$ cat src/rtl/trap_ctrl_pkg.sv
// Shared definitions for the machine-mode trap sequencer.
// Cause codes, mstatus field positions, privilege levels, FSM states.
package trap_ctrl_pkg;

    localparam logic [3:0] CAUSE_FETCH_MIS = 4'd0;
    localparam logic [3:0] CAUSE_ILLEGAL   = 4'd2;
    localparam logic [3:0] CAUSE_BREAK     = 4'd3;
    localparam logic [3:0] CAUSE_LD_MIS    = 4'd4;
    localparam logic [3:0] CAUSE_ST_MIS    = 4'd6;
    localparam logic [3:0] CAUSE_ECALL_U   = 4'd8;

    localparam int MS_MIE   = 3;
    localparam int MS_MPIE  = 7;
    localparam int MS_MPP_L = 11;
    localparam int MS_MPP_H = 12;

    localparam logic [1:0] PRIV_U = 2'b00;
    localparam logic [1:0] PRIV_M = 2'b11;

    typedef enum logic [1:0] {
        ST_IDLE,
        ST_ENTER,
        ST_REDIRECT,
        ST_RETURN
    } state_e;

endpackage

$ cat src/rtl/trap_ctrl_prio.sv
// Combinational exception priority encoder.
// Picks the highest-priority exception source and its cause/tval.
module trap_prio_enc
    import trap_ctrl_pkg::*;
#(
    parameter int XLEN = 64
) (
    input  logic [1:0]      i_priv,
    input  logic [XLEN-1:0] i_pc,
    input  logic            i_exc_en,
    input  logic [3:0]      i_exc_code,
    input  logic [XLEN-1:0] i_exc_val,
    input  logic            i_fetch_mis,
    input  logic            i_illegal,
    input  logic [31:0]     i_instr_bits,
    input  logic            i_ebreak,
    input  logic            i_ecall,
    input  logic            i_mret,
    input  logic            i_ld_mis,
    input  logic            i_st_mis,
    input  logic [XLEN-1:0] i_mem_addr,
    output logic            o_valid,
    output logic [3:0]      o_cause,
    output logic [XLEN-1:0] o_tval
);

    logic [XLEN-1:0] w_instr_ext;

    assign w_instr_ext = {{(XLEN-32){1'b0}}, i_instr_bits};

    always_comb begin
        o_valid = 1'b1;
        o_cause = '0;
        o_tval  = '0;
        if (i_fetch_mis) begin
            o_cause = CAUSE_FETCH_MIS;
            o_tval  = i_pc;
        end else if (i_illegal) begin
            o_cause = CAUSE_ILLEGAL;
            o_tval  = w_instr_ext;
        end else if (i_exc_en) begin
            o_cause = i_exc_code;
            o_tval  = i_exc_val;
        end else if (i_mret && (i_priv != PRIV_M)) begin
            // MRET below M-mode is an illegal instruction
            o_cause = CAUSE_ILLEGAL;
            o_tval  = w_instr_ext;
        end else if (i_ebreak) begin
            o_cause = CAUSE_BREAK;
            o_tval  = i_pc;
        end else if (i_ecall) begin
            o_cause = CAUSE_ECALL_U + {2'b00, i_priv};
        end else if (i_ld_mis) begin
            o_cause = CAUSE_LD_MIS;
            o_tval  = i_mem_addr;
        end else if (i_st_mis) begin
            o_cause = CAUSE_ST_MIS;
            o_tval  = i_mem_addr;
        end else begin
            o_valid = 1'b0;
        end
    end

endmodule

$ cat src/rtl/trap_ctrl.sv
// Machine-mode trap sequencer: entry/return FSM, CSR update values,
// PC redirect and current privilege level.
module trap_ctrl
    import trap_ctrl_pkg::*;
#(
    parameter int         XLEN       = 64,
    parameter logic [1:0] RESET_PRIV = 2'b11
) (
    input  logic            clk,
    input  logic            rst,
    input  logic            instr_valid,
    input  logic [XLEN-1:0] pc_addr,
    input  logic            exc_en,
    input  logic [3:0]      exc_code,
    input  logic [XLEN-1:0] exc_val,
    input  logic            fetch_misaligned,
    input  logic            illegal_instr,
    input  logic [31:0]     instr_bits,
    input  logic            is_ebreak,
    input  logic            is_ecall,
    input  logic            is_mret,
    input  logic            ld_misaligned,
    input  logic            st_misaligned,
    input  logic [XLEN-1:0] mem_addr,
    input  logic [XLEN-1:0] mstatus_current,
    input  logic [XLEN-1:0] mtvec_trap,
    input  logic [XLEN-1:0] mepc_current,
    input  logic [XLEN-1:0] mcause_current,
    input  logic [XLEN-1:0] mtval_current,
    output logic            trap_taken,
    output logic            trap_done,
    output logic [XLEN-1:0] mepc_next,
    output logic [XLEN-1:0] mcause_next,
    output logic [XLEN-1:0] mtval_next,
    output logic [XLEN-1:0] mstatus_next,
    output logic            pc_redirect_en,
    output logic [XLEN-1:0] pc_redirect,
    output logic            flush,
    output logic            busy,
    output logic [1:0]      priv_lvl
);

    localparam logic [XLEN-1:0] ALIGN_MASK = {{(XLEN-2){1'b1}}, 2'b00};

    state_e          r_state;
    state_e          w_state_nxt;
    logic [1:0]      r_priv;
    logic [XLEN-1:0] r_pc;
    logic [3:0]      r_cause;
    logic [XLEN-1:0] r_tval;

    logic            w_sample;
    logic            w_exc;
    logic [3:0]      w_cause;
    logic [XLEN-1:0] w_tval;
    logic            w_take_exc;
    logic            w_take_ret;
    logic [1:0]      w_mpp;

    trap_prio_enc #(.XLEN(XLEN)) u_prio (
        .i_priv       (r_priv),
        .i_pc         (pc_addr),
        .i_exc_en     (exc_en),
        .i_exc_code   (exc_code),
        .i_exc_val    (exc_val),
        .i_fetch_mis  (fetch_misaligned),
        .i_illegal    (illegal_instr),
        .i_instr_bits (instr_bits),
        .i_ebreak     (is_ebreak),
        .i_ecall      (is_ecall),
        .i_mret       (is_mret),
        .i_ld_mis     (ld_misaligned),
        .i_st_mis     (st_misaligned),
        .i_mem_addr   (mem_addr),
        .o_valid      (w_exc),
        .o_cause      (w_cause),
        .o_tval       (w_tval)
    );

    assign w_sample   = instr_valid && (r_state == ST_IDLE);
    assign w_take_exc = w_sample && w_exc;
    assign w_take_ret = w_sample && !w_exc && is_mret && (r_priv == PRIV_M);
    assign w_mpp      = mstatus_current[MS_MPP_H:MS_MPP_L];
    assign priv_lvl   = r_priv;

    always_ff @(posedge clk or negedge rst) begin
        if (!rst) begin
            r_state <= ST_IDLE;
            r_priv  <= RESET_PRIV;
            r_pc    <= '0;
            r_cause <= '0;
            r_tval  <= '0;
        end else begin
            r_state <= w_state_nxt;
            if (w_take_exc) begin
                r_pc    <= pc_addr;
                r_cause <= w_cause;
                r_tval  <= w_tval;
            end
            if (r_state == ST_ENTER) begin
                r_priv <= PRIV_M;
            end else if (r_state == ST_RETURN) begin
                // reserved MPP encoding falls back to U
                r_priv <= (w_mpp == 2'b10) ? PRIV_U : w_mpp;
            end
        end
    end

    always_comb begin
        w_state_nxt    = ST_IDLE;
        trap_taken     = 1'b0;
        trap_done      = 1'b0;
        flush          = 1'b0;
        busy           = 1'b0;
        pc_redirect_en = 1'b0;
        pc_redirect    = '0;
        mepc_next      = '0;
        mcause_next    = '0;
        mtval_next     = '0;
        mstatus_next   = '0;
        unique case (r_state)
            ST_IDLE: begin
                if (w_take_exc) begin
                    w_state_nxt = ST_ENTER;
                end else if (w_take_ret) begin
                    w_state_nxt = ST_RETURN;
                end
            end
            ST_ENTER: begin
                w_state_nxt  = ST_REDIRECT;
                trap_taken   = 1'b1;
                flush        = 1'b1;
                busy         = 1'b1;
                mepc_next    = r_pc & ALIGN_MASK;
                mcause_next  = {{(XLEN-4){1'b0}}, r_cause};
                mtval_next   = r_tval;
                mstatus_next = mstatus_current;
                mstatus_next[MS_MPIE] = mstatus_current[MS_MIE];
                mstatus_next[MS_MIE]  = 1'b0;
                mstatus_next[MS_MPP_H:MS_MPP_L] = r_priv;
            end
            ST_REDIRECT: begin
                busy           = 1'b1;
                pc_redirect_en = 1'b1;
                pc_redirect    = mtvec_trap & ALIGN_MASK;
            end
            ST_RETURN: begin
                trap_done      = 1'b1;
                flush          = 1'b1;
                busy           = 1'b1;
                pc_redirect_en = 1'b1;
                pc_redirect    = mepc_current & ALIGN_MASK;
                mepc_next      = mepc_current;
                mcause_next    = mcause_current;
                mtval_next     = mtval_current;
                mstatus_next   = mstatus_current;
                mstatus_next[MS_MIE]  = mstatus_current[MS_MPIE];
                mstatus_next[MS_MPIE] = 1'b1;
                mstatus_next[MS_MPP_H:MS_MPP_L] = PRIV_U;
            end
            default: w_state_nxt = ST_IDLE;
        endcase
    end

endmodule
$ cat config.mk
export PLATFORM = sky130hd
export DESIGN_NAME = trap_ctrl
export DESIGN_NICKNAME = d
export VERILOG_FILES = /design/src/rtl/trap_ctrl_pkg.sv /design/src/rtl/trap_ctrl_prio.sv /design/src/rtl/trap_ctrl.sv
export SDC_FILE = /design/constraint.sdc
export NUM_CORES = 1
export LEC_CHECK = 0
export CELL_PAD_IN_SITES_DETAIL_PLACEMENT = 1
export CELL_PAD_IN_SITES_GLOBAL_PLACEMENT = 1
export CORE_AREA = 3 3 340 342
export DETAILED_ROUTE_END_ITERATION = 10
export DIE_AREA = 0 0 343 345
export GPL_ROUTABILITY_DRIVEN = 1
export GPL_TIMING_DRIVEN = 0
export PLACE_DENSITY = 0.45
export RECOVER_POWER = 25
export SLEW_MARGIN = 25
export SYNTH_ARGS = -nofsm -noshare
export SYNTH_HDL_FRONTEND = slang
export SYNTH_SLANG_ARGS = --single-unit
$ cat constraint.sdc
create_clock -name clk -period 5 [get_ports clk]
set_clock_uncertainty 0.05 [all_clocks]
set_input_delay 0.5 -clock clk [delete_from_list [all_inputs] [get_ports clk]]
set_output_delay 0.5 -clock clk [all_outputs]
set_load 0.02 [all_outputs]
==> summary.txt <==
STA
  • Slew @ Worst Pin: 2305 ps
  • Final hold vios: 0
  • Worst Setup Slack, final: 206.9 ps
  • Fmax: 208.6 MHz
  • Setup_tns: 0 ps
  • Final count of negative-setup-slack endpoints: 0
  • Tmin final: 4793 ps
  • Max_slew headroom: -53.65%
  • Final Cycle Share: a little over nine tenths
  • Slew Limit Fails: approximately 140

Synth
  • Top cell type's share of synthesized area: 28.45%
  • Area share of fa/ha/maj cells after synthesis: 0%
  • Post-Synth Simple-Gate Area: 29.09%
  • Mean Syn Cell Area: a little over 8 sq um
  • Compound-gate portion of the synthesized area: 18.88%
  • Ys async rst share: 100.0%
  • Synth warnings: 0
  • Largest family of logic cells by synthesized area: simple AND/OR/NAND/NOR gates
  • Post-synth EDFFs: 0
  • Synth top area cells: dfrtp_1 28%, mux2i_1 17%, nor2b_1 10%
  • Post-synth top area cell: dfrtp_1
  • Synth unique cells: 45
  • Ys flop type: dfrtp_1
  • Post-synthesis mux area share: between 10% and 20%
  • Mapped Cells: about 1400
  • Synth Area in XOR/XNOR: 0%
  • Most frequent cells after synthesis: 193 x nor2b_1, 192 x mux2i_1, 184 x nand2_1
  • Post-synthesis sequential area ratio: 28.90%
  • Syn Std Cell Area: 11610 sq um
  • Register bit total from synthesis: 134
  • Count leader, synth: nor2b_1

CTS
  • H-tree depth reported by CTS: 4
  • Clock Latency Late Sink: around 480 ps
  • Clk sink count: between 100 and 150
  • CTS resizes: 0
  • CTS Buffer Depth: 2
  • TritonCTS buffer count: 17
  • CTS tree: done
  • Clock slew at reported path FFs: 70 ps
  • CTS Root Cell: clkbuf_16

Global routing
  • Vias in the first global route: between 15000 and 20000
  • Met3 Usage GRT: 5.882%
  • Met2 usage: 33.84%
  • Layer with the highest usage: met2
  • First-pass GRT wire length: 151.9 mm
  • GRT Total Usage: 18.74%
  • Initial antenna violation count: 47
  • Met1 Usage GRT: 20.94%
  • Largest net degree at the start of global routing: 55
  • Grt total ovfl: 0

Detailed routing
  • WL final: 115.4 mm
  • Post-route ant nets: 0
  • DRT Pass-1 Iters: 7
  • DR WL/cell: 29.69 microns
  • Drt drc: 0
  • DR iter-0 viols: 897
  • Vias/cell: 3.959
  • Vias: 15388

Place
  • IO Port Bufs: 879
  • Gpl congestion: 0.8642
  • HPWL after detailed placement: 97.40 mm
  • Pre-CTS setup slack: 601.6 ps

Floorplan
  • IO Count: between 800 and 900
  • Initial Util: between 10% and 20%
  • Height of the die: roughly 350 microns
  • Die width: 343 microns
  • Core Area: 112700 sq um
  • Core Rows: 123
  • Die area: 118300 sq um

Worst hold path
  • Hold Startpoint: r_pc[2]$_DFFE_PN0P_
  • Hold depth: 2
  • Worst min-delay path class: register to register
  • Hold path endpoint: r_pc[2]$_DFFE_PN0P_

Layout
  • Fillers: 13284
  • Share of cells above drive strength 1: 5.633%
  • Area growth syn-to-layout: 99.12%
  • Nets: just under 3000

Run status
  • Outcome: complete, but fails checks
  • Failing checks: max-capacitance violations, max-slew violations

Setup path
  • Worst R2R Path Depth: 8
  • WP data required: 4450 ps
  • CP endpoint kind: output port
  • Startpoint types: register
  • Worst r2r src: priv_lvl[1]$_DFFE_PN1P_
  • Crit Path Class: register to output port
  • CP Max Fanout: 12
  • Endpoint of the worst register-to-register path: r_tval[29]$_DFFE_PN0P_
  • Worst Path Arrival: 4240 ps
  • R2r setup slk: between 600 and 700 ps

Pwr
  • P per Cell Area: roughly 500 nW/um^2
  • VDD IR max: between 0.15 and 0.2 mV
  • Leakage power: 8.767 nW

Flow run
  • Max-cap viol count: 3
-- sequential cells by signal, summed over array words and instances, names as in the netlist --
| signal | count |
|---|---|
| r_tval | 64 |
| r_pc | 62 |
| r_cause | 4 |
| priv_lvl | 2 |
| r_state | 2 |
-- cells in the final DEF, fill, tap and decap left out, drive strengths merged, types with 2 or more instances in the layout --
cell	Yosys	layout
a21oi	137	137
a221oi	57	57
a222oi	32	32
a22o	6	6
a31oi	2	2
and2	64	64
and3	65	65
buf	70	67
bufinv	0	4
clkbuf	82	114
clkdlybuf4s50	0	878
clkinv	0	4
conb	1	2
dfrtp	132	132
dfstp	2	2
diode	0	26
inv	10	11
mux2i	192	192
nand2	184	184
nand3	2	2
nor2	65	65
nor2b	193	193
nor3	3	3
o21ai	61	61
o221ai	6	6
o31ai	4	4
or3	57	57
-- cells by family (layout without fill, tap and decap cells) --
| family | Yosys count | count (layout) |
|---|---|---|
| buffers and inverters | 162 | 1080 |
| AOI/OAI and AO/OA | 314 | 314 |
| DFF | 134 | 134 |
| and+or+nand+nor | 639 | 639 |
| muxes | 192 | 192 |
| other | 1 | 28 |
-- worst max-delay path by stage --
stage               cells after the start                 start                    to
finish                                  7  r_state[0]$_DFF_PN0_         mepc_next[47]
global route                            7  r_state[0]$_DFF_PN0_         mepc_next[47]
CTS                                     7  r_state[0]$_DFF_PN0_         mepc_next[47]
detailed placement                      7  r_state[0]$_DFF_PN0_         mepc_next[47]
global placement                        1                   rst  r_pc[51]$_DFFE_PN0P_
floorplan                               5  r_state[0]$_DFF_PN0_        mcause_next[0]
-- cell type report --
type	count	area (sq um)	share of cell area (%)
timing repair buffer	886	8922	38.60
multi-input combinational	1147	7497	32.43
sequential	134	3356	14.52
tap	1500	1877	8.119
buffer	152	710.7	3.074
clock buffer	22	484.2	2.095
clock inverter	10	167.7	0.7253
antenna	26	65.06	0.2814
inverter	10	37.54	0.1624
-- through the flow --
step | instances | instance area, sq um | hold WS (ps) | utilization [%] | total power [W]
after global placement | 3822 | 22290 | 409.9 | 19.79 | 0.01015
final | 3887 | 23120 | 428.2 | 20.52 | 0.01157
after global routing | 3872 | 23080 | 457.4 | 20.49 | 0.01233
after floorplan | 1443 | 11610 | 154.4 | - | 0.005846
after CTS | 3861 | 23140 | 427.0 | 20.54 | 0.01193
after detailed placement | 3828 | 22480 | 363.1 | 19.95 | 0.01030
-- critical path, stage by stage, from the launching register on --
cell and delay, ps:
dfrtp_1 320, clkbuf_1 460, clkbuf_2 430, buf_16 190
buf_2 430, clkbuf_1 720, nor2b_1 450, clkdlybuf4s50_1 720
-- power by group --
part           internal, W  switching, W  leakage [nW]
Combinational      0.00334       0.00460          6.86
Clock             0.000892      0.000624         0.317
Sequential         0.00162      0.000495          1.59
Total              0.00585       0.00572          8.77
-- repair_timing --
action,in CTS,in global routing
setup endpoints to repair,0,0
buffers inserted,0,0
hold buffers,1,0
hold endpoints to repair,30,0
-- metal layers --
metal  wire [microns]  vias up
met2            59000      625
li1                 -     6955
met3             8488      111
met5              197        -
met4             2694       30
met1            45020     7667
Power figures use the tool's default switching activity.
==> variant, RTL diff (same settings) <==
Add an input register stage for `exc_val`, without a reset; this delays it by one clock. The other inputs are not delayed to match.
--- a/src/rtl/trap_ctrl.sv
+++ b/src/rtl/trap_ctrl.sv
@@ -42,6 +42,12 @@
 
     localparam logic [XLEN-1:0] ALIGN_MASK = {{(XLEN-2){1'b1}}, 2'b00};
 
+    logic [XLEN-1:0] exc_val_q;
+
+    always_ff @(posedge clk) begin
+        exc_val_q <= exc_val;
+    end
+
     state_e          r_state;
     state_e          w_state_nxt;
     logic [1:0]      r_priv;
@@ -62,7 +68,7 @@
         .i_pc         (pc_addr),
         .i_exc_en     (exc_en),
         .i_exc_code   (exc_code),
-        .i_exc_val    (exc_val),
+        .i_exc_val    (exc_val_q),
         .i_fetch_mis  (fetch_misaligned),
         .i_illegal    (illegal_instr),
         .i_instr_bits (instr_bits),
Behaviour: not the same (Yosys sat finds a counterexample within 4 cycles, from zero or initial values and one cycle with rst low).
==> variant against the original RTL <==
- the flow still finishes with violations (capacitance limit, slew limit)
- area after synthesis increased by 11%
- cell area up 5.6%
- wire length decreased by 6.9%
- sequential cell count is 64 higher
- power up 4.6%
- sequential share of layout area up 4.5 points
- count of clock-buffer cells in the layout down 3
- die area stayed put
- via count increased by 2.0%
- final cell count increased by 2.1%
- first-iteration DRC count is 11% lower
- setup slack gained 0.22 ns
- largest power group unchanged
==> variant: results (changes against the original RTL) <==
* Syn Area/Cell at 8.41 sq um (+4.4%)
* Outcome: finished with violations
* Max cap viols at 1 (-2)
* Leak at 0.00938 uW (+7.0%)
* Footprint of the multi-input gates at 7580 sq um (+1.2%)
* R2R cell count at 7 (-1)
* Area Growth Syn to Fin at 88.9%
* Largest net degree at the start of global routing at 66 (+20%)
* Clk. pwr at 1650 uW (+9%)
* Top post-synthesis cells by area: dfrtp_1 26%, mux2i_1 15%, dfxtp_1 9.9%, nor2b_1 9.7%, nand2_1 6.3%
* Slowest Stage Delay on Critical Path at 0.79 ns (+0.07 ns)
* Failing checks: capacitance limit, slew limit
* Top flop regs: exc_val_q (64), r_tval (64), r_pc (62)
* Clk cell area share at 0.0260 (-0.00216)
* Ant. Diodes at 12 (-54%)
* Clock buffer count at 19 (-14%)
* Worst vdd ir at 0.000285 V (+83%)
* Synth Area in Compound Gates at 0.162 (-0.0265)
* Layout cell share with drive strength beyond 1 at 0.0420 (-0.0144)
* Total GRT Usage at 0.175 (-0.0120)
* Initial antenna violation count at 38 (-19%)
* P_comb at 7740 uW (-3%)
* Register bit total from synthesis at 198 (+48%)
* Inverters at 7 (-3)
* Sequential cell area fraction in the yosys report at 0.359 (+0.0698)
* Non-clk bufs at 1,035 (-0.29%)
* Overall Power at 12,100 uW (+4.6%)
* Nets@finish at 3,001 (+3.2%)
* Tightest Pin Transition at 2.13 ns (-0.179 ns)
* GR Layer Usage met1 at 0.204 (-0.00501)
* Mux cell area share after synthesis at 0.149 (-0.0168)
* Count of distinct cell types in the synthesized netlist at 43 (-4.4%)
* DR iter-0 viols at 802 (-11%)
* Worst Path Max Fanout at 10 (-2)
* Vias in the first global route at 17,159 (+1.8%)
* Final Cell Area at 24,400 sq um (+5.6%)
* Non-clk buf share at 0.394 (-0.0227)
* Detailed Place HPWL at 90,100 um (-7.5%)
* Post-Route WL at 107,000 um (-6.9%)
* Placed insts at 3,923 (+2.5%)
* Setup WS pre-CTS at 0.506 ns (-0.0955 ns)
* Via count at 15,695 (+2.0%)
* Fill count at 13,183 (-0.76%)
* Slew Limit Fails at 65 (-53%)
* Met2 GRT Util at 0.325 (-0.0136)
* Total area of sequential cells at 4640 sq um (+38%)
* Met3 WL at 6410 um (-25%)
* GR Util met3 at 0.0400 (-0.0188)
* Async S/R FF share, synth at 0.677 (-0.323)
-- variant: cell count changes after synthesis, moves of 31 or more --
cell      delta
o21ai_0     -32
a222oi_1    -32
or3_1       -57
dfxtp_1     +64
a22oi_1     +58
a21o_1      +32
nand2_1     +32
a21oi_1     -31
-- variant: worst paths after layout --
| check | from | endpoint | slack, ns |
|---|---|---|---|
| max in group asynchronous | rst | r_tval[51] | 2.12 |
| min in group clk | r_pc[4] | r_pc[4] | 0.43 |
| hold reg to reg | r_pc[4] | r_pc[4] | 0.43 |
| hold / removal | rst | r_pc[25] | 0.37 |
| setup reg to reg | priv_lvl[0] | r_tval[34] | 1.78 |
| setup / recovery | r_state[1] | pc_redirect[46] | 0.43 |
-- variant: what timing repair did --
item,CTS,global route
gates resized for setup,0,0
hold endpoints to repair,69,0
hold buffers,1,0
setup endpoints to repair,11,0
buffers inserted,0,0
-- variant: logic make-up after synthesis --
group                  after synthesis
AOI/OAI and AO/OA                  304
muxes                              192
and+or+nand+nor                    685
DFF                                198
other                                1
buffers and inverters              157
